File: config.mk
export PLATFORM = sky130hd
export DESIGN_NAME = sram_req_adapter
export DESIGN_NICKNAME = d
export VERILOG_FILES = /design/src/rtl/sram_if_pkg.sv /design/src/rtl/sram_rsp_fifo.sv /design/src/rtl/sram_req_adapter.sv
export SDC_FILE = /design/constraint.sdc
export NUM_CORES = 1
export LEC_CHECK = 0
export ABC_AREA = 0
export CAP_MARGIN = 20
export CORE_MARGIN = 4
export CORE_UTILIZATION = 37
export CTS_CLUSTER_DIAMETER = 80
export CTS_CLUSTER_SIZE = 14
export DETAILED_ROUTE_END_ITERATION = 10
export PLACE_DENSITY = 0.78
export SYNTH_ARGS = -nofsm -noshare
export SYNTH_HDL_FRONTEND = slang
export SYNTH_SLANG_ARGS = --single-unit
export TNS_END_PERCENT = 1
File: constraint.sdc
create_clock -name clk -period 3.8 [get_ports clk]
set_input_delay 0.57 -clock clk [delete_from_list [all_inputs] [get_ports clk]]
set_output_delay 0.57 -clock clk [all_outputs]
set_load 0.1 [all_outputs]
File: src/rtl/sram_if_pkg.sv
// Shared definitions for the SRAM request adapter slice.
// Holds the default SRAM geometry and the response record carried through
// the response FIFO ({rdata, tag, err}).
package sram_if_pkg;

    localparam int unsigned DATA_W = 64;
    localparam int unsigned ADDR_W = 9;
    localparam int unsigned TAG_W  = 4;

    typedef struct packed {
        logic [DATA_W-1:0] rdata;
        logic [TAG_W-1:0]  tag;
        logic              err;
    } sram_rsp_t;

endpackage

File: src/rtl/sram_rsp_fifo.sv
// Small synchronous show-ahead FIFO for read responses.
// Ports:
//   clk, rst_n   clock, asynchronous active-low reset (pointers/count only)
//   push         write push_data at the next edge
//   push_data    entry to store
//   pop          drop the head entry at the next edge
//   pop_data     current head entry (valid while count != 0)
//   count        number of stored entries, 0..DEPTH
// Pointers wrap modulo DEPTH, so DEPTH need not be a power of two.
module sram_rsp_fifo
    import sram_if_pkg::*;
#(
    parameter type         T     = sram_rsp_t,
    parameter int unsigned DEPTH = 2,
    localparam int unsigned PTR_W = (DEPTH > 1) ? $clog2(DEPTH) : 1,
    localparam int unsigned CNT_W = $clog2(DEPTH + 1)
) (
    input  logic             clk,
    input  logic             rst_n,
    input  logic             push,
    input  T                 push_data,
    input  logic             pop,
    output T                 pop_data,
    output logic [CNT_W-1:0] count
);

    T                 mem [DEPTH];
    logic [PTR_W-1:0] wr_ptr;
    logic [PTR_W-1:0] rd_ptr;
    logic             full;
    logic             empty;

    function automatic logic [PTR_W-1:0] ptr_next(input logic [PTR_W-1:0] p);
        return (p == PTR_W'(DEPTH - 1)) ? '0 : p + PTR_W'(1);
    endfunction

    assign full     = (count == CNT_W'(DEPTH));
    assign empty    = (count == '0);
    assign pop_data = mem[rd_ptr];

    always_ff @(posedge clk or negedge rst_n) begin
        if (!rst_n) begin
            wr_ptr <= '0;
            rd_ptr <= '0;
            count  <= '0;
        end else begin
            if (push) begin
                wr_ptr <= ptr_next(wr_ptr);
            end
            if (pop) begin
                rd_ptr <= ptr_next(rd_ptr);
            end
            count <= count + CNT_W'(push) - CNT_W'(pop);
        end
    end

    // Storage carries no reset; only entries below count are ever observed.
    always_ff @(posedge clk) begin
        if (push) begin
            mem[wr_ptr] <= push_data;
        end
    end

    always_ff @(posedge clk) begin
        if (rst_n) begin
            assert (!(push && full && !pop));
            assert (!(pop && empty));
        end
    end

endmodule

File: src/rtl/sram_req_adapter.sv
// Valid/ready front end for a single-port synchronous SRAM wrapper.
// Accepted requests drive the SRAM strobes combinationally; reads come back
// two cycles after accept through a response FIFO so a stalled consumer
// never loses data.
// Ports:
//   clk, rst_n                  clock, asynchronous active-low reset
//   req_valid/req_ready         request handshake
//   req_we/addr/wdata/tag       request payload (we=1 write, 0 read)
//   rsp_valid/rsp_ready         read response handshake
//   rsp_rdata/rsp_tag/rsp_err   read response payload
//   sram_cen_n/wen/addr/wdata   SRAM strobes (cen_n active low)
//   sram_rdata                  SRAM registered read data
// Optional feature: define SRAM_ADDR_CHECK_EN to reject addresses >= DEPTH
// (no SRAM access; reads answer rdata=0, err=1). Undefined: every address
// goes to the SRAM and rsp_err is constant 0.
module sram_req_adapter #(
    parameter int unsigned DATA_W    = 64,
    parameter int unsigned ADDR_W    = 9,
    parameter int unsigned DEPTH     = 400,
    parameter int unsigned TAG_W     = 4,
    parameter int unsigned RSP_DEPTH = 2
) (
    input  logic              clk,
    input  logic              rst_n,
    input  logic              req_valid,
    output logic              req_ready,
    input  logic              req_we,
    input  logic [ADDR_W-1:0] req_addr,
    input  logic [DATA_W-1:0] req_wdata,
    input  logic [TAG_W-1:0]  req_tag,
    output logic              rsp_valid,
    input  logic              rsp_ready,
    output logic [DATA_W-1:0] rsp_rdata,
    output logic [TAG_W-1:0]  rsp_tag,
    output logic              rsp_err,
    output logic              sram_cen_n,
    output logic              sram_wen,
    output logic [ADDR_W-1:0] sram_addr,
    output logic [DATA_W-1:0] sram_wdata,
    input  logic [DATA_W-1:0] sram_rdata
);

    import sram_if_pkg::*;

    localparam int unsigned CNT_W = $clog2(RSP_DEPTH + 1);

    typedef struct packed {
        logic [DATA_W-1:0] rdata;
        logic [TAG_W-1:0]  tag;
        logic              err;
    } rsp_t;

    logic [CNT_W-1:0] fifo_count;
    logic [CNT_W:0]   occupancy;
    logic             rd_pend;
    logic [TAG_W-1:0] tag_q;
    logic             err_q;
    logic             pop;
    logic             accept;
    logic             addr_ok;
    rsp_t             push_data;
    rsp_t             head;

`ifdef SRAM_ADDR_CHECK_EN
    assign addr_ok = (32'(req_addr) < DEPTH);
    assign rsp_err = rsp_valid && head.err;
`else
    logic unused_depth;
    assign unused_depth = ^DEPTH;
    assign addr_ok      = 1'b1;
    assign rsp_err      = 1'b0;
`endif

    assign pop       = rsp_valid && rsp_ready;
    // Slots already committed: buffered entries plus the read in flight,
    // minus the one leaving this cycle (combinational path from rsp_ready).
    assign occupancy = {1'b0, fifo_count} + (CNT_W+1)'(rd_pend) - (CNT_W+1)'(pop);
    assign req_ready = rst_n && (occupancy < (CNT_W+1)'(RSP_DEPTH));
    assign accept    = req_valid && req_ready;

    assign sram_cen_n = !(accept && addr_ok);
    assign sram_wen   = rst_n && req_we;
    assign sram_addr  = req_addr;
    assign sram_wdata = req_wdata;

    always_ff @(posedge clk or negedge rst_n) begin
        if (!rst_n) begin
            rd_pend <= 1'b0;
            tag_q   <= '0;
            err_q   <= 1'b0;
        end else begin
            rd_pend <= accept && !req_we;
            if (accept && !req_we) begin
                tag_q <= req_tag;
                err_q <= !addr_ok;
            end
        end
    end

    // sram_rdata is sampled one cycle after the read accept, before any
    // write accepted in that cycle can change it.
    always_comb begin
        push_data       = '0;
        push_data.rdata = err_q ? '0 : sram_rdata;
        push_data.tag   = tag_q;
        push_data.err   = err_q;
    end

    sram_rsp_fifo #(
        .T     (rsp_t),
        .DEPTH (RSP_DEPTH)
    ) u_rsp_fifo (
        .clk       (clk),
        .rst_n     (rst_n),
        .push      (rd_pend),
        .push_data (push_data),
        .pop       (pop),
        .pop_data  (head),
        .count     (fifo_count)
    );

    assign rsp_valid = (fifo_count != '0);
    assign rsp_rdata = head.rdata;
    assign rsp_tag   = head.tag;

endmodule
==> impl_results.md, run 1 <==
* Post-CTS setup buffer count at 0
* Met3 usage at 0.0698
* Asr flop ratio synth at 0.0621
* I/O pin total at 292
* Syn Inst Count at 320
* DRT iter0 DRCs at 78
* Initial Util at 0.382
* CORE AREA at 15,400 um2
* Chip Width at 134 um
* Yosys top cell by area: edfxtp_1
* Avg Inst Size Synth at 18.4 um2
* Slowest stage cell on the critical path: dfrtp_1
* Clock root buffer: clkbuf_16
* Slew Limit Fails at 0
* Clock sink count at 145
* Area delta synth->final at 27.2%
* WP data required at 3230 ps
* Initial antenna violation count at 0
* Site Rows at 45
* Final Core Density at 0.486
* Skew-Pair Late Insertion Delay at 410 ps
* Final Instance Area at 7500 um2
* Max Cap Viol at 0
* Synth Net Count at 469
* Vias in the first global route at 3,215
* DR vias at 2,838
* Sequential-to-total area share from yosys stat at 0.731
* Most used DFF post-synth: edfxtp_1
* Maximum vdd drop at 775 uV
* Max Fclk at 286 MHz
* First-pass DRT Iterations at 4
* Most frequent cells after synthesis: edfxtp_1, buf_4, mux2_2
* Hold Path Class: in2async
* Hold Vio Cnt, Final at 0
* Layout cells sized above 1 at 0.445
* CTS tree: built
* Top cell type's share of synthesized area at 0.693
* Critical Path AT at 2930 ps
* DRT Wirelength at 12,500 um
* First-pass GRT wire length at 18,400 um
* Netlist cell types at 18
* Layout fillers at 1,291
* DP Worst Slack at 466 ps
* Clk_skew at 8.08 ps
* Grt ovf at 0
* CP Max Fanout at 3
* Drt drc at 0
* Post-synth EDFFs at 136
* CTS clk-pin slew, worst paths at 70 ps
* Most frequent CP cell: ha_1
* CTS max path bufs at 2
* Area of the die at 18,000 um2
* Worst setup SP type: flop
* Endpoint kind of the worst setup timing path: output port
* Worst setup margin at 302 ps
* Syn Std Cell Area at 5890 um2
* Seq. cell area at 4310 um2
* Post-cts sizing count at 0
* Busiest layer in global routing: met2
* Max-slew headroom at 0.342
* CP top delay family: simple AND/OR/NAND/NOR gates
* Fin crit share at 0.921
* Unrepaired setup endpoints after global routing: false
* Number of I/O port buffers at 144
* Yosys Warn Count at 0
* P_leak at 2.67 nW
* Post-detailed-placement half-perimeter wirelength at 9010 um
* Area of the multi-input gates at 962 um2
* Max stage delay on crit path at 400 ps
* Min Tclk post-route at 3500 ps
* Placed cell area at 6880 um2
* Avg WL per Cell at 20.0 um
* Critical path, cell by cell: or2_2, and2_1, ha_1, inv_1, ha_1, fa_1, xor2_1, and3b_2, nand2_2, buf_12
* Outcome: completed
* Met2 Usage GRT at 0.238
* Yosys reg bits at 145
* Setup CP Type: reg2out
* Pin count of the biggest net entering global routing at 69
* Pwr Density at 879 nW/um2
* Antenna-violating nets left at 0
* CTS buffer count at 17
* H-tree depth at 4
* GPL Wtd Cong at 0.707
* Crit path buf inv count at 2
* Top cells by area, synth: edfxtp_1, mux2_2, buf_4
* Hold_buf cts at 0
* Met1 usage at 0.135
* Most frequent cell after synthesis: edfxtp_1
* Vias/cell at 4.53
* Inserted Diodes at 0
* GRT Total Usage at 0.136
* Final setup fails at 0
* Least-Margin Pin Slew at 985 ps
* DIE HEIGHT at 134 um
* Layout Nets at 552
through the flow:
stage	total power [mW]	hold WS, ps	TNS (ps)	instances
6_report	6.59	479	0	627
5_1_grt	6.82	486	0	627
4_1_cts	6.67	470	0	627
3_5_place_dp	4.95	468	0	595
3_3_place_gp	4.91	451	0	595
2_1_floorplan	4.73	274	-8520	320
cells in the final DEF, fill, tap and decap left out:
master	count
and2_1	2
xor2_1	3
edfxtp_1	136
bufinv_16	2
clkdlybuf4s50_1	73
buf_4	69
and4bb_2	1
nand2_2	2
clkinvlp_4	2
and3b_2	1
inv_6	5
inv_8	6
dfrtp_1	8
dfrtp_2	1
mux2_2	72
clkbuf_16	17
inv_1	5
conb_1	1
ha_1	2
buf_12	4
nor2b_4	1
and2_4	1
fa_1	1
or2_2	1
kinds of logic (layout without fill, tap and decap cells):
kind of cell | after synthesis | after routing | synth area share
AND/OR/NAND/NOR | 9 | 9 | 0.0108
XOR/XNOR | 3 | 3 | 0.00446
adder cells (fa/ha/maj) | 3 | 3 | 0.00764
flip-flops | 145 | 145 | 0.731
multiplexers | 72 | 72 | 0.138
other | 1 | 1 | 0.000636
buffers and inverters | 87 | 183 | 0.107
layer usage:
| metal | wire (um) | part of all wire |
|---|---|---|
| met1 | 4160 | 0.33 |
| met5 | 0 | 0 |
| met4 | 353 | 0.028 |
| met3 | 1410 | 0.11 |
| met2 | 6600 | 0.53 |
power breakdown:
part	total (mW)	internal, mW	switching (mW)
Sequential	2.01	1.90	0.112
Clock	1.70	1.00	0.696
Combinational	2.87	0.738	2.14
flip-flops by register name (all words and copies together) (netlist names):
register and cells:
u_rsp_fifo.rd_ptr 1, u_rsp_fifo.count 2, u_rsp_fifo.mem 136, rd_pend 1, u_rsp_fifo.wr_ptr 1, tag_q 4
cell type report:
class / count / share of cell area
clock buffer: 17 / 0.0568
tap: 211 / 0.0352
inverter: 5 / 0.00250
clock inverter: 15 / 0.0249
sequential: 145 / 0.575
multi-input combinational: 88 / 0.128
timing repair buffer: 146 / 0.177
worst register-to-register path, stage by stage, from the launching register on:
cell,delay (ps)
dfrtp_1,400
or2_2,310
and2_1,190
ha_1,270
inv_1,40
ha_1,180
fa_1,540
and4bb_2,260
nand2_2,130
mux2_2,340
path summary, 6_finish.rpt:
kind	from	endpoint	slack (ps)	depth (start not counted)
setup reg to reg	u_rsp_fifo.count[1]$_DFF_PN0_	tag_q[3]$_DFFE_PN0P_	1030	9
setup / recovery	u_rsp_fifo.count[1]$_DFF_PN0_	sram_cen_n	300	10
max in group asynchronous	rst_n	u_rsp_fifo.rd_ptr$_DFFE_PN0P_	2960	1
min in group clk	tag_q[0]$_DFFE_PN0P_	u_rsp_fifo.mem[1][0]$_DFFE_PP_	490	0
hold reg to reg	tag_q[0]$_DFFE_PN0P_	u_rsp_fifo.mem[1][0]$_DFFE_PP_	490	0
hold / removal	rst_n	u_rsp_fifo.count[0]$_DFF_PN0_	480	1
No activity file was read; power rests on OpenSTA's default activity.
==> run 2: changes to the inputs <==
--- a/config.mk
+++ b/config.mk
@@ -7,12 +7,13 @@
 export LEC_CHECK = 0
 export ABC_AREA = 0
 export CAP_MARGIN = 20
-export CORE_MARGIN = 4
-export CORE_UTILIZATION = 37
+export CORE_AREA = 4 4 110 112
 export CTS_CLUSTER_DIAMETER = 80
 export CTS_CLUSTER_SIZE = 14
 export DETAILED_ROUTE_END_ITERATION = 10
-export PLACE_DENSITY = 0.78
+export DIE_AREA = 0 0 114 116
+export DONT_BUFFER_PORTS = 1
+export PLACE_DENSITY = 0.71
 export SYNTH_ARGS = -nofsm -noshare
 export SYNTH_HDL_FRONTEND = slang
 export SYNTH_SLANG_ARGS = --single-unit
==> run 2 against run 1 <==
Clock-buffer cell count rose by 3. First-iteration DRC count rose by 9.0%. Maximum frequency fell by 0.79%. Wire length fell by 25%. Sequential cell count did not move. Register-to-register slack got worse by 20 ps. Global-route usage rose by 1.2 points. Critical path type unchanged. Highest routed layer unchanged.
==> impl_results.md, run 2 (synthesized netlist as in run 1, its figures left out) <==
* Outcome: completed
* Max Cap Viol at 0
* Grt ovf at 0
* Final setup fails at 0
* Max-slew headroom at 0.368
* Vias/cell at 5.53
* Layout cells sized above 1 at 0.402
* Hold Path Class: in2reg
* Pwr Density at 994 nW/um2
* Initial Util at 0.525
* DIE HEIGHT at 116 um
* Worst setup SP type: flop
* Max Fclk at 284 MHz
* I/O pin total at 292
* Antenna-violating nets left at 0
* Endpoint of the worst register-to-register path: tag_q[2]$_DFFE_PN0P_
* Skew-Pair Late Insertion Delay at 400 ps
* H-tree depth at 4
* Vias in the first global route at 2,611
* First-pass GRT wire length at 14,600 um
* DR vias at 2,319
* CP Capture Point: req_ready
* Chip Width at 114 um
* CTS buffer count at 17
* Post-CTS setup buffer count at 0
* Commonest cells after routing, fill and taps aside: edfxtp_1, mux2_2, clkbuf_16
* Post-detailed-placement half-perimeter wirelength at 6120 um
* Area delta synth->final at 3.89%
* Initial antenna violation count at 0
* CORE AREA at 11,200 um2
* Placed Cells at 386
* Clock root buffer: clkbuf_16
* Worst setup startpoint: u_rsp_fifo.count[1]$_DFF_PN0_
* DRT iter0 DRCs at 85
* Setup slack, reg-to-reg at 1010 ps
* CTS tree: built
* CTS max path bufs at 2
* Hold Vio Cnt, Final at 0
* Endpoint kind of the worst setup timing path: output port
* Critical Path AT at 2960 ps
* Avg WL per Cell at 22.5 um
* GPL Wtd Cong at 0.701
* Finished Layout Cells at 419
* Area of the die at 13,200 um2
* Min-delay src: sram_rdata[62]
* Seq. cell area at 4310 um2
* Final Core Density at 0.545
* DP Worst Slack at 686 ps
* Area of the multi-input gates at 962 um2
* Drt drc at 0
* CP Max Fanout at 3
* Unrepaired setup endpoints after global routing: false
* DRT Wirelength at 9430 um
* Worst setup margin at 274 ps
* Clock sink count at 145
* Worst R2R Start: u_rsp_fifo.count[1]$_DFF_PN0_
* Maximum vdd drop at 833 uV
* Min Tclk post-route at 3530 ps
* Largest register FFs at 136
* GRT Total Usage at 0.148
* Least-Margin Pin Slew at 955 ps
* Slew Limit Fails at 0
* Number of I/O port buffers at 0
* Fin crit share at 0.928
* Layout fillers at 907
* WP data required at 3230 ps
* R2R cell count at 9
* Inserted Diodes at 0
* P_leak at 2.03 nW
* Clk_skew at 3.52 ps
* Hold slack final at 257 ps
* First-pass DRT Iterations at 3
* Biggest regs: u_rsp_fifo.mem: 136 flops, tag_q: 4 flops, u_rsp_fifo.count: 2 flops
* Setup CP Type: reg2out
* Biggest register: u_rsp_fifo.mem
* Layout Nets at 412
* Site Rows at 39
* CTS clk-pin slew, worst paths at 60 ps
* Commonest non-fill, non-tap cell in the layout: edfxtp_1
* Pin count of the biggest net entering global routing at 69
## run 2: changes by cell type in the layout (fill, tap and decap cells not counted), sizes merged, moves of 2 or more
cell           before  now
clkinv              0    5
clkdlybuf4s50      73    0
clkinvlp            2    4
clkbuf             17   20
inv                16    5
buf                73    5
## run 2: metal layers
metal / share of wire / wire length [um] / track usage / up-vias
met4: 0.025 / 232 / 0.0689 / 0
met2: 0.51 / 4780 / 0.240 / 153
met1: 0.33 / 3090 / 0.144 / 1135
met3: 0.14 / 1320 / 0.105 / 36
li1: - / - / - / 995
met5: 0 / 0 / 0 / -
## run 2: through the flow
step	area [um2]	total power, mW	setup TNS [ps]
finish	6120	6.08	0
floorplan	5890	4.73	-8520
CTS	6120	6.16	0
detailed placement	5530	4.54	0
global placement	5530	4.51	0
global route	6120	6.30	0
## run 2: final cells by class
cell class,count,area share
Clock buffer,20,0.0713
Clock inverter,12,0.0231
Inverter,5,0.00307
Multi-Input combinational cell,88,0.157
Sequential cell,145,0.704
Tap cell,143,0.0292
Timing Repair Buffer,6,0.0119
## run 2: timing repair
item / CTS / global route
gates resized for setup: 0 / 0
hold endpoints to repair: 9 / 0
hold buffers: 1 / 0
## run 2: power breakdown
group          internal [mW]  switching [mW]
Sequential              1.90           0.112
Combinational          0.400            2.06
Clock                   1.02           0.584
## run 2: worst min-delay path by stage
stage                                 endpoint  slack, ps  depth (start not counted)
2_1_floorplan                rd_pend$_DFF_PN0_        270                          0
3_3_place_gp     u_rsp_fifo.count[0]$_DFF_PN0_        270                          0
3_5_place_dp              tag_q[3]$_DFFE_PN0P_        270                          0
4_1_cts        u_rsp_fifo.mem[1][64]$_DFFE_PP_        240                          0
5_1_grt        u_rsp_fifo.mem[0][39]$_DFFE_PP_        230                          0
6_report       u_rsp_fifo.mem[0][66]$_DFFE_PP_        260                          0
## run 2: critical path, cell delays in order (launching register included)
cell and delay, ps:
dfrtp_1 400, or2_2 320, and2_1 180, ha_1 280
inv_1 40, ha_1 180, fa_1 370, xor2_1 230
and3b_2 250, buf_4 290
